## config.mk

```make
export PLATFORM = sky130hd
export DESIGN_NAME = imem_prog_loader
export DESIGN_NICKNAME = d
export VERILOG_FILES = /design/src/rtl/imem_prog_loader_pkg.sv /design/src/rtl/imem_prog_loader_timeout.sv /design/src/rtl/imem_prog_loader.sv
export SDC_FILE = /design/constraint.sdc
export NUM_CORES = 1
export LEC_CHECK = 0
export CAP_MARGIN = 15
export CORE_MARGIN = 1.5
export CORE_UTILIZATION = 45
export DETAILED_ROUTE_END_ITERATION = 12
export PLACE_DENSITY = 0.66
export SKIP_LAST_GASP = 1
export SYNTH_ARGS = -nofsm -noshare
export SYNTH_HDL_FRONTEND = slang
export SYNTH_HIERARCHICAL = 1
export SYNTH_SLANG_ARGS = --single-unit
```

## constraint.sdc

```tcl
create_clock -name clk -period 2 [get_ports clk]
set_clock_uncertainty 0.15 [all_clocks]
set_input_delay 0.2 -clock clk [delete_from_list [all_inputs] [get_ports clk]]
set_output_delay 0.2 -clock clk [all_outputs]
set_load 0.03 [all_outputs]
```

## src/rtl/imem_prog_loader_pkg.sv

```systemverilog
// Shared types for the boot-time instruction-memory loader.
// This package holds the frame state encoding and the byte and word widths.
package imem_prog_loader_pkg;

   localparam int BYTE_W = 8;
   localparam int WORD_W = 16;

   // One state per frame field, plus two terminal states.
   typedef enum logic [2:0] {
      ST_RX_CNT  = 3'd0,
      ST_RX_HI   = 3'd1,
      ST_RX_LO   = 3'd2,
      ST_RX_CSUM = 3'd3,
      ST_DONE    = 3'd4,
      ST_ERR     = 3'd5
   } state_e;

   function automatic logic is_rx(input state_e s);
      return (s == ST_RX_CNT) || (s == ST_RX_HI) || (s == ST_RX_LO) || (s == ST_RX_CSUM);
   endfunction

endpackage

```

## src/rtl/imem_prog_loader_timeout.sv

```systemverilog
// Idle counter for the middle of a frame.
// It flags expiry when TIMEOUT consecutive cycles pass without a byte.
module imem_prog_loader_timeout #(
   parameter int TIMEOUT = 1000
) (
   input  logic clk,
   input  logic rst,
   input  logic i_en,
   input  logic i_hs,
   output logic o_expire
);

   localparam int CTR_W = (TIMEOUT > 1) ? $clog2(TIMEOUT) : 1;
   localparam logic [CTR_W-1:0] LIMIT = CTR_W'((TIMEOUT > 0) ? (TIMEOUT - 1) : 0);

   logic [CTR_W-1:0] r_ctr;

   // Saturates at LIMIT so a disabled timeout (TIMEOUT=0) never wraps.
   always_ff @(posedge clk or negedge rst) begin
      if (!rst) begin
         r_ctr <= '0;
      end else if (!i_en || i_hs) begin
         r_ctr <= '0;
      end else if (r_ctr != LIMIT) begin
         r_ctr <= r_ctr + CTR_W'(1);
      end
   end

   assign o_expire = (TIMEOUT != 0) && i_en && !i_hs && (r_ctr == LIMIT);

endmodule

```

## src/rtl/imem_prog_loader.sv

```systemverilog
// Loads a CNT/{HI,LO}xN/CSUM byte frame into instruction memory.
// The core stays in reset until the frame checksum has been verified.
module imem_prog_loader
   import imem_prog_loader_pkg::*;
#(
   parameter int ADDR_W  = 8,
   parameter int TIMEOUT = 1000
) (
   input  logic              clk,
   input  logic              rst,
   input  logic              in_valid,
   input  logic [7:0]        in_data,
   output logic              in_ready,
   input  logic              start,
   output logic              im_we,
   output logic [ADDR_W-1:0] im_addr,
   output logic [15:0]       im_wdata,
   output logic              core_rst,
   output logic              done,
   output logic              err
);

   state_e              r_state;
   state_e              w_next;

   logic                r_in_ready;
   logic                r_im_we;
   logic [ADDR_W-1:0]   r_im_addr;
   logic [WORD_W-1:0]   r_im_wdata;
   logic                r_core_rst;
   logic                r_done;
   logic                r_err;

   logic [ADDR_W:0]     r_word_idx;
   logic [ADDR_W:0]     r_total;
   logic [BYTE_W-1:0]   r_csum;
   logic [BYTE_W-1:0]   r_hi;

   logic                w_hs;
   logic                w_timed;
   logic                w_timeout;
   logic                w_last;
   logic [ADDR_W:0]     w_idx_nxt;
   logic [ADDR_W:0]     w_cnt_words;

   assign w_hs        = in_valid & r_in_ready;
   assign w_timed     = (r_state == ST_RX_HI) || (r_state == ST_RX_LO) || (r_state == ST_RX_CSUM);
   assign w_idx_nxt   = r_word_idx + {{ADDR_W{1'b0}}, 1'b1};
   assign w_last      = (w_idx_nxt == r_total);
   // A CNT byte of zero means a full 2**ADDR_W-word image.
   assign w_cnt_words = (in_data == '0) ? {1'b1, {ADDR_W{1'b0}}} : (ADDR_W + 1)'(in_data);

   imem_prog_loader_timeout #(
      .TIMEOUT (TIMEOUT)
   ) u_timeout (
      .clk      (clk),
      .rst      (rst),
      .i_en     (w_timed),
      .i_hs     (w_hs),
      .o_expire (w_timeout)
   );

   always_ff @(posedge clk or negedge rst) begin
      if (!rst) begin
         r_state <= ST_RX_CNT;
      end else begin
         r_state <= w_next;
      end
   end

   always_comb begin
      w_next = r_state;
      case (r_state)
         ST_RX_CNT:  if (w_hs) w_next = ST_RX_HI;
         ST_RX_HI:   if (w_hs) w_next = ST_RX_LO;
                     else if (w_timeout) w_next = ST_ERR;
         ST_RX_LO:   if (w_hs) w_next = w_last ? ST_RX_CSUM : ST_RX_HI;
                     else if (w_timeout) w_next = ST_ERR;
         ST_RX_CSUM: if (w_hs) w_next = (in_data == r_csum) ? ST_DONE : ST_ERR;
                     else if (w_timeout) w_next = ST_ERR;
         ST_DONE,
         ST_ERR:     if (start) w_next = ST_RX_CNT;
         default:    w_next = ST_RX_CNT;
      endcase
   end

   // Status outputs are registered from the next state so they align with it.
   always_ff @(posedge clk or negedge rst) begin
      if (!rst) begin
         r_in_ready <= 1'b1;
         r_im_we    <= 1'b0;
         r_im_addr  <= '0;
         r_im_wdata <= '0;
         r_core_rst <= 1'b1;
         r_done     <= 1'b0;
         r_err      <= 1'b0;
         r_word_idx <= '0;
         r_total    <= '0;
         r_csum     <= '0;
         r_hi       <= '0;
      end else begin
         r_in_ready <= is_rx(w_next);
         r_core_rst <= (w_next != ST_DONE);
         r_done     <= (w_next == ST_DONE);
         r_err      <= (w_next == ST_ERR);
         r_im_we    <= 1'b0;
         case (r_state)
            ST_RX_CNT: if (w_hs) begin
               r_total <= w_cnt_words;
               r_csum  <= in_data;
            end
            ST_RX_HI: if (w_hs) begin
               r_hi   <= in_data;
               r_csum <= r_csum ^ in_data;
            end
            ST_RX_LO: if (w_hs) begin
               r_csum     <= r_csum ^ in_data;
               r_im_we    <= 1'b1;
               r_im_addr  <= r_word_idx[ADDR_W-1:0];
               r_im_wdata <= {r_hi, in_data};
               r_word_idx <= w_idx_nxt;
            end
            ST_DONE,
            ST_ERR: if (start) begin
               r_word_idx <= '0;
               r_csum     <= '0;
            end
            default: ;
         endcase
      end
   end

   assign in_ready = r_in_ready;
   assign im_we    = r_im_we;
   assign im_addr  = r_im_addr;
   assign im_wdata = r_im_wdata;
   assign core_rst = r_core_rst;
   assign done     = r_done;
   assign err      = r_err;

endmodule

```

# [Word-level counts from Yosys, hierarchy flattened]
# Index checks and enable logic that the tools add are counted.
[classes] n_eq_ne=19 bitwise=2 addsub=2 muxes=21 reduce_logical=23
[op_table] cell="9-bit 2-to-1 mux" n=3
[op_table] cell="8-bit 2-to-1 mux" n=3
[op_table] cell="8-bit case mux with 3 select lines" n=1
[op_table] cell="10-bit 2-to-1 mux" n=2
[op_table] cell="3-bit 2-to-1 mux" n=6
[op_table] cell="9-bit case mux with 2 select lines" n=1
[op_table] cell="3-bit case mux with 5 select lines" n=1
[op_table] cell="3-bit by 2-bit equality test with 1-bit output (second input constant)" n=4
[op_table] cell="3-bit equality test (second input constant)" n=4
[op_table] cell="10-bit by 1-bit adder with 10-bit output (second input constant)" n=1
[op_table] cell="10-bit equality test (second input constant)" n=1
[op_table] cell="10-bit != test (second input constant)" n=1
[op_table] cell="9-bit by 1-bit adder with 9-bit output (second input constant)" n=1
[op_table] cell="9-bit equality test" n=1
[op_table] cell="8-bit equality test" n=1
[op_table] cell="8-bit logical NOT" n=1
[op_table] cell="8-bit bitwise XOR" n=1
[op_table] cell="3-bit by 1-bit equality test with 1-bit output (second input constant)" n=2
[op_table] cell="3-bit logical NOT" n=2
[op_table] cell="1-bit logical OR" n=6
[op_table] cell="2-bit by 1-bit != test with 1-bit output (second input constant)" n=3
[op_table] cell="2-bit AND reduction" n=3
[op_table] cell="4-bit AND reduction" n=1
[op_table] cell="2-bit nonzero test" n=2
[op_table] cell="other kinds (10)" n=15
[word_totals] in_bits=12 out_inout_bits=29 elab_cells=80 register_bits=76

# [Logic depth before layout (Yosys ltp)]
[logic_depth] word_depth=12 ltp_mapped=10 depth_no_buf=8

# [By module]
# Netlist, hierarchy kept.
[by_module_without_submodules] mod="imem_prog_loader" cells_each=370 n_inst=1 area_each_um2=3359.5 seq_area_each_um2=1654.1
[by_module_without_submodules] mod="imem_prog_loader_timeout" cells_each=58 n_inst=1 area_each_um2=545.5 seq_area_each_um2=250.2

# [Worst setup path before layout]
# Ideal clock, no wire load.
[synth_path] kind="register to register" start="register r_word_idx[0]" end="register r_state[1]" n_path_buf=1 path_stages_with_launch=8 period_less_slack_ns=2.135 setup_time_ns=0.095 setup_slack_ns=-0.135 t_arrival_ns=1.889 t_required_ns=1.755 path_cell_list="dfrtp_1 > ha_1 > buf_2 > and2_1 > o21ai_0 > nand3_1 > or4_4 > o32ai_2"
[synth_via] elab_chain_len=5
[synth_rtl] item="from (decl)" line="imem_prog_loader.sv:34" rtl="logic [ADDR_W:0] r_word_idx;"
[synth_rtl] item="from (signal assigned)" line="imem_prog_loader.sv:121" rtl="r_word_idx <= w_idx_nxt;"
[synth_rtl] item="9-bit by 1-bit adder with 9-bit output" line="imem_prog_loader.sv:48" rtl="assign w_idx_nxt = r_word_idx + {{ADDR_W{1'b0}}, 1'b1};"
[synth_rtl] item="9-bit equality test" line="imem_prog_loader.sv:49" rtl="assign w_last = (w_idx_nxt == r_total);"
[synth_rtl] item="2-bit 2-to-1 mux" line="imem_prog_loader.sv:77" rtl="ST_RX_LO: if (w_hs) w_next = w_last ? ST_RX_CSUM : ST_RX_HI;"
[synth_rtl] item="3-bit 2-to-1 mux" line="imem_prog_loader.sv:77"
[synth_rtl] item="3-bit case mux with 5 select lines" line="imem_prog_loader.sv:73" rtl="case (r_state)"
[synth_rtl] item="named net w_next[1]" line="imem_prog_loader.sv:24" rtl="state_e w_next;"
[synth_rtl] item="to (signal assigned)" line="imem_prog_loader.sv:67" rtl="r_state <= w_next;"
[synth_rtl] item="to (decl)" line="imem_prog_loader.sv:23" rtl="state_e r_state;"
# The timed path passes the listed nets, and every way through them passes these cells.
# A chain may end at the register's enable or synchronous reset.

# [Worst setup path in the final report]
[layout_path] start="register r_word_idx[1]" end="register r_state[1]"
# Same word-level chain as after synthesis.

==> flow_metrics.env <==
export IMPL_core_area_um2=8300
export IMPL_final_max_slew_viol_count=0
export IMPL_muxShareOfSynthArea=0.0461
export IMPL_synth_compound_area_share=0.153
export IMPL_power_density_nw_per_um2=1370
export IMPL_cts_root_buf="clkbuf_8"
export IMPL_stdcell_area_um2=4830
export IMPL_layout_min_cycle_time_ns=2.06
export IMPL_track_usage=0.222
export IMPL_first_pass_iters=4
export IMPL_fillCellCount=745
export IMPL_yosys_warnings=6
export IMPL_setup_ws_ns=-0.0595
export IMPL_drc=0
export IMPL_post_drt_wl_per_cell_um=15.4
export IMPL_layout_commonest_cell="nand2_1"
export IMPL_ir_drop_uv=714
export IMPL_synth_top_family_by_area="simple AND/OR/NAND/NOR gates"
export IMPL_cts_tree="done"
export IMPL_grt_overflow_total=0
export IMPL_hpwl_mm=6.37
export IMPL_startpoint_type="register"
export IMPL_numCtsBuffers=9
export IMPL_ys_seq_area_frac=0.488
export IMPL_syn_nets=442
export IMPL_critPathArrivalTime_ns=2.17
export IMPL_netlist_cell_type_count=51
export IMPL_drive_gt1_frac=0.160
export IMPL_path_class="reg -> reg"
export IMPL_areaGrowthSynthToFinish_pct=23.6
export IMPL_maxCapViolCount=0
export IMPL_slowest_delay_ns=0.52
export IMPL_port_buffers=40
export IMPL_pre_cts_ws_ns=-0.0827
export IMPL_place_area_um2=4590
export IMPL_avgSynthCellArea_um2=9.12
export IMPL_hold_slack_ns=0.157
export IMPL_via_count=3280
export IMPL_vias_per_cell=5.53
export IMPL_clock_sinks=76
export IMPL_tightest_slew_ns=0.429
export IMPL_violations="negative setup slack"
export IMPL_crit_chain="buf_4 > and3_1 > xnor2_1 > o31ai_1 > or4_4 > o32ai_2"
export IMPL_final_hold_viol_count=0
export IMPL_synthesis_instances=428
export IMPL_p_total_mw=6.63
export IMPL_fp_dieH_um=96.2
export IMPL_cts_clk_slew_worst_paths_ns=0.09
export IMPL_antenna_found_initial=0
export IMPL_path_buf_inv=1
export IMPL_cts_max_level=3
export IMPL_worstSetupEndpointType="register"
export IMPL_cellLeakagePower_nw=2.15
export IMPL_post_route_period_util=1.03
export IMPL_hp_class="in -> async"
export IMPL_grt_max_degree=36
export IMPL_fin_tns_setup_ns=-0.0595
export IMPL_gp_congestion=0.854
export IMPL_diodes=0
export IMPL_drt_iter0_markers=172
export IMPL_stdcell_count=593
export IMPL_synthAdderAreaFrac=0.00641
export IMPL_timing_fmax_mhz=486
export IMPL_synth_seq_cells=76
export IMPL_cp_top_family="simple AND/OR/NAND/NOR gates"
export IMPL_wl_mm=9.13
export IMPL_final_cell_mix="95 x nand2_1, 73 x dfrtp_1, 39 x clkdlybuf4s50_1"
export IMPL_rsz0062_at_grt="true"
export IMPL_synth_edf_count=0
export IMPL_synth_simple_area_share=0.194
export IMPL_clockBufferDepth=2
export IMPL_first_global_vias=3235
export IMPL_async_flop_share=1.00
export IMPL_initial_core_util=0.471
export IMPL_num_io_pins=41
export IMPL_setup_viol_count_final=1
export IMPL_fin_util=0.582
export IMPL_clkLatencyLatePin_ns=0.36
export IMPL_worstPathRequired_ns=2.11
export IMPL_maxSlewHeadroom=0.714
export IMPL_synth_xor_area_frac=0.0628
export IMPL_synth_area_um2=3900
export IMPL_fin_nets=497
export IMPL_cp_max_fo=5
export IMPL_status="finished with violations"
export IMPL_cp_slowest_cell="or4_4"
export IMPL_grt_pass1_wl_mm=15.4
export IMPL_die_x_um=96.2
export IMPL_dp_cells=575
export IMPL_dieArea_um2=9250
export IMPL_synth_ff_type="dfrtp_1"
export IMPL_ant_nets=0
export IMPL_num_rows=33
==> sequential cells by signal, summed over array words and instances (netlist names) <==
name and cells:
err 1, im_addr 8, r_hi 8, u_timeout/r_ctr 10
r_word_idx 9, core_rst 1, im_wdata 16, r_csum 8
im_we 1, done 1, in_ready 1, r_state 3
r_total 9
==> final cells by class <==
type | count | area [µm²] | area share
clock buffers | 9 | 124 | 0.0257
inverters | 9 | 33.8 | 0.00700
multi-input cells | 309 | 1850 | 0.384
flip-flops and latches | 76 | 1910 | 0.395
repair buffers | 78 | 698 | 0.145
well taps | 105 | 131 | 0.0272
clock inverters | 7 | 81.3 | 0.0168
==> report_power, final <==
part	switching [mW]	internal [mW]	total [mW]
registers	0.358	2.05	2.41
clock network	0.644	0.596	1.24
logic	1.63	1.35	2.98
total	2.64	3.99	6.63
==> repair_timing <==
| action | 4_1_cts | 5_1_grt |
|---|---|---|
| hold buffers | 1 | 0 |
| hold endpoints to repair | 30 | 0 |
| buffers inserted | 0 | 1 |
| resized for setup | 0 | 4 |
| setup endpoints to repair | 1 | 7 |
| gates cloned | 0 | 0 |
| pin swaps | 0 | 2 |
==> cells by family after synthesis <==
group	after synthesis
fa+ha+maj	2
xor+xnor	28
mux	16
buf+inv	43
simple gates	163
compound gates	100
flops	76
==> synthesized netlist by cell type, drive strengths merged (7+ instances only) <==
library cell  instances  area, µm²
a22o                  9       78.8
clkbuf               21       80.1
mux2                 16        180
inv                   9       33.8
o31ai                 7       52.6
buf                  13       80.1
xor2                 12        105
dfrtp                74       1850
o21ai                51        255
nand4                 7       43.8
nand3                10       50.1
a21oi                18       90.1
nor2                 19       71.3
nand2                97        367
xnor2                16        140
==> path summary, 6_finish.rpt <==
check | startpoint | endpoint | slack [ns] | cells after the start
max in group asynchronous | rst | in_ready | 0.91 | 3
min reg2reg | r_hi[4] | im_wdata[12] | 0.33 | 2
min in group clk | r_hi[4] | im_wdata[12] | 0.33 | 2
max reg2reg | r_word_idx[1] | r_state[1] | -0.06 | 6
min | rst | r_csum[5] | 0.16 | 2
max | r_word_idx[1] | r_state[1] | -0.06 | 6
==> metal layers <==
layer  vias to the layer above  wire length [µm]  track usage
met5                         -                 0            0
met3                        15               266       0.0466
li1                       1581                 -            -
met2                        56              4530        0.366
met4                         0               167       0.0821
met1                      1628              4170        0.287
Note: power is estimated with default switching activity, not from simulation.
==> variant 1: new RTL, config.mk and constraints unchanged <==
Change the parameter `ADDR_W` from 8 to 7.
--- a/src/rtl/imem_prog_loader.sv
+++ b/src/rtl/imem_prog_loader.sv
@@ -3,7 +3,7 @@
 module imem_prog_loader
    import imem_prog_loader_pkg::*;
 #(
-   parameter int ADDR_W  = 8,
+   parameter int ADDR_W  = 7,
    parameter int TIMEOUT = 1000
 ) (
    input  logic              clk,
Interface: changed (resized im_addr); port bits go from 41 to 40. The function was not compared with the original's and may differ.
==> variant 1 against the unedited design <==
- worst setup slack better by 0.12 ns
- sequential cell count decreased by 3
- via count fell by 3.6%
- power decreased by 18%
- routed wire length fell by 2.7%
- global-route usage fell by 0.55 points
- cell area is 2.1% lower
- final cell count is 1.0% lower
- area after synthesis decreased by 3.6%
- highest routed layer unchanged
==> variant 1: results (changes against the unedited design) <==
global_routing:
  antenna_found_initial: 0  # unchanged
  use_met3_pct: 4.670  # +0.0095 points
  grt_pass1_wl_um: 15000  # -2.6%
  grt_max_degree: 34  # -5.6%
  grt_pass1_vias: 3044  # -5.9%
  grt.total_usage_pct: 21.64  # -0.55 points
  grt_use_met2_pct: 33.87  # -2.7 points
  grt_use_met1_pct: 29.57  # +0.89 points
setup_path:
  path_max_fanout: 4  # -1
  critPathMaxStageDelay_ns: 0.67  # +0.15 ns
  cpLargestDelayFamily: "buffers and inverters"
  worstReg2RegStart: "in_ready$_DFF_PN1_"
  rr_worst_depth: 6  # unchanged
  cp_data_arrival_time_ns: 1.59  # -0.58 ns
  regToRegEndpoint: "r_state[0]$_DFF_PN0_"
  rrSetupSlack_ns: 0.06  # +0.12 ns
  critPathSlowestCell: "clkdlybuf4s50_1"
placement:
  place.detailed.hpwl_um: 6079  # -4.6%
  dpl.cell_count: 564  # -1.9%
  io_buffers: 39  # -2.5%
  place_congestion: 0.8352  # -2.2%
synth:
  yosys-top-cells-area: "dfrtp_1 (47%), nand2_1 (9.4%), o21ai_0 (6.2%)"
  synth_cell_type_count: 49  # -3.9%
  ys_warn_count: 6  # unchanged
  synth_area_per_cell_um2: 9.031  # -1.0%
  syn_nets: 431  # -2.5%
  ys_seq_area_share_pct: 48.57  # -0.19 points
  synth_common_cells: "nand2_1 (94), dfrtp_1 (71), o21ai_0 (47)"
  synth_ff_type: "dfrtp_1"
cts:
  numCtsBuffers: 9  # unchanged
  cts.path.max_buffers: 2  # unchanged
  cts_root_buf: "clkbuf_8"
routing:
  dr_total_vias: 3161  # -3.6%
  wl_per_cell_um: 15.12  # -1.7%
  drtPass1Iterations: 4  # unchanged
  drtIter0Drc: 165  # -4.1%
layout:
  fin_cells: 587  # -1.0%
  nets: 491  # -1.2%
  largest_reg_flops: 16  # unchanged
  drive_gt1_share_pct: 20.33  # +4.3 points
power_and_ir_drop:
  max-vdd-ir-drop_uv: 626.9  # -12%
  power_leakage_uw: 0.002128  # -0.99%
sta:
  finalSetupViolations: 0  # -1
  finalHoldViolations: 0  # unchanged
  worst_pin_slew_ns: 0.6098  # +0.1805 ns
min_path:
  hold_path.class: "in2async"
run_status:
  status: "complete, no violations"
-- variant 1: what timing repair did --
item / in CTS / in global routing
endpoints found under the setup margin: 2 / 12
cloned: 0 / 0
buffers inserted: 1 / 5
hold buffers: 1 / 0
resized for setup: 1 / 11
pin swaps: 0 / 9
hold endpoints to repair: 18 / 0
-- variant 1: worst max-delay path by stage --
| stage | start | end | slack (ns) | depth (start not counted) |
|---|---|---|---|---|
| 6_report | in_ready$_DFF_PN1_ | in_ready | 0.06 | 1 |
| 5_1_grt | u_timeout/r_ctr[0]$_DFFE_PN0P_ | core_rst$_DFF_PN1_ | -0.07 | 9 |
| 4_1_cts | in_ready$_DFF_PN1_ | in_ready | 0.02 | 1 |
| 3_5_place_dp | in_valid | r_csum[5]$_DFFE_PN0P_ | -0.26 | 6 |
| 3_3_place_gp | in_valid | r_state[1]$_DFF_PN0_ | -0.12 | 10 |
| 2_1_floorplan | u_timeout/r_ctr[0]$_DFFE_PN0P_ | core_rst$_DFF_PN1_ | -0.009 | 10 |
-- variant 1: layout make-up --
| cell class | count | area [um^2] |
|---|---|---|
| sequential | 73 | 1831 |
| timing repair buffer | 80 | 733.2 |
| clock buffer | 9 | 123.9 |
| tap | 105 | 131.4 |
| inverter | 6 | 25.02 |
| multi-input combinational | 307 | 1823 |
| clock inverter | 7 | 58.81 |
| fill | 746 | 3450 |
-- variant 1: stage by stage --
stage | power, uW | TNS, ns | area [um^2] | setup slack, ns | hold WS [ns]
after detailed placement | 4304 | -2.360 | 4442 | -0.2641 | 0.06574
after global placement | 4233 | -1.366 | 4442 | -0.1215 | 0.05003
final | 5459 | 0 | 4726 | 0.06024 | 0.1976
after global routing | 5829 | -0.1591 | 4726 | -0.06749 | 0.2478
after floorplan | 3578 | -0.008717 | 3810 | -0.008717 | -0.2456
after CTS | 5428 | 0 | 4646 | 0.01762 | 0.2076
-- variant 1: layer usage --
layer	part of all wire, %	routed length [um]
met3	3.0	270
met1	48	4237
met5	0	0
met2	47	4196
met4	1.9	170
-- variant 1: report_power, final --
group	switching (uW)	internal, uW	total [uW]
clock network	625	472	1100
logic	1150	1010	2160
registers	304	1890	2200
total	2080	3380	5460
-- variant 1: kinds of logic (layout without fill, tap and decap cells) --
kind of cell	Yosys count	count (layout)	share of synthesized area, %
DFF	73	73	48.57
muxes	15	15	4.485
and+or+nand+nor	168	168	20.30
AOI/OAI and AO/OA	96	96	15.12
adders and majority gates	2	2	0.6643
buffers and inverters	37	102	4.817
xor gates and xnor gates	26	26	6.047
==> variant 2: new RTL, same flow settings <==
Made on the original files. Remove the register `r_err`: a continuous assignment takes its place, so the output `err` follows one clock earlier.
--- a/src/rtl/imem_prog_loader.sv
+++ b/src/rtl/imem_prog_loader.sv
@@ -93,7 +93,6 @@
          r_im_wdata <= '0;
          r_core_rst <= 1'b1;
          r_done     <= 1'b0;
-         r_err      <= 1'b0;
          r_word_idx <= '0;
          r_total    <= '0;
          r_csum     <= '0;
@@ -102,7 +101,6 @@
          r_in_ready <= is_rx(w_next);
          r_core_rst <= (w_next != ST_DONE);
          r_done     <= (w_next == ST_DONE);
-         r_err      <= (w_next == ST_ERR);
          r_im_we    <= 1'b0;
          case (r_state)
             ST_RX_CNT: if (w_hs) begin
@@ -130,6 +128,8 @@
       end
    end
 
+   assign r_err = (w_next == ST_ERR);
+
    assign in_ready = r_in_ready;
    assign im_we    = r_im_we;
    assign im_addr  = r_im_addr;
Behaviour: not the same (Yosys sat finds a counterexample within 4 cycles, from zero or initial values and one cycle with rst low).
==> variant 2 against the unedited design <==
- the run still ends with setup timing left
- via count rose by 0.43%
- sequential cell count shrank 1
- die area shrank 0.62%
- hold slack got worse by 0.0095 ns
- worst setup slack worse by 0.27 ns
- maximum frequency shrank 11%
- cell area up 3.3%
- global-route usage grew 0.075 points
- first-iteration DRC count down 40%
- area after synthesis decreased by 0.64%
- sequential share of layout area decreased by 1.8 points
- count of clock-buffer cells in the layout grew 1
- power grew 1.5%
- routed wire length is 1.9% higher
==> variant 2: results (changes against the unedited design) <==
run_status:
  status: "finished with violations"
  violations: "setup timing"
cts:
  cts_resized: 3  # +3
synth:
  ys_seq_area_share_pct: 48.44  # -0.33 points
  yosys-top-cells-area: "dfrtp_1 (47%), nand2_1 (9.3%), mux2_1 (4.6%)"
  synth_common_cells: "nand2_1 (96), dfrtp_1 (73), o21ai_1 (33)"
  synth_xor_area_share_pct: 6.321  # +0.041 points
  synth_area_per_cell_um2: 9.087  # -0.41%
  synth_compound_area_share_pct: 15.38  # +0.099 points
layout:
  final-seq-area_um2: 1882  # -1.2%
  nFillCells: 707  # -5.1%
  nClkBuffers: 10  # +1
  n_all_buffers: 93  # +19%
sta:
  finalSetupViolations: 4  # +3
  layout_setup_ws_ns: -0.3267  # -0.2672 ns
  whs_ns: 0.1479  # -0.009473 ns
setup_path:
  rrSetupSlack_ns: -0.13  # -0.07 ns
  critPathSlowestCell: "dfrtp_1"
  critPathMaxStageDelay_ns: 0.37  # -0.15 ns
  regToRegEndpoint: "done$_DFF_PN0_"
placement:
  placed_area_um2: 4696  # +2.3%
  pre_cts_ws_ns: -0.09377  # -0.01103 ns
  place_congestion: 0.7840  # -8.2%
power_and_ir_drop:
  internal-power_uw: 4057  # +1.6%
routing:
  post_drt_via_cell_ratio: 5.427  # -1.9%
==> variant 2: changes by cell type after synthesis <==
cell | unedited run | this run
dfrtp_1 | 74 | 73
==> variant 2: power groups by stage <==
stage	Clock (uW)	Sequential, uW	Combinational [uW]
after detailed placement	0	2410	3050
after global placement	0	2400	2960
after global routing	1340	2460	3370
after floorplan	0	2690	1680
final	1250	2400	3090
after CTS	1280	2390	3100
==> variant 2: cell families (layout without fill, tap and decap cells) <==
| logic type | after synthesis | after routing |
|---|---|---|
| flops | 75 | 75 |
| fa+ha+maj | 2 | 2 |
| buf+inv | 43 | 118 |
| xor+xnor | 28 | 28 |
| mux | 16 | 16 |
| compound gates | 100 | 100 |
| simple gates | 163 | 163 |
==> variant 2: layer usage <==
layer / wire length [um] / track usage [%]
met1: 4228 / 28.28
met2: 4565 / 37.15
met3: 337 / 3.791
met4: 170 / 9.804
met5: 0 / 0
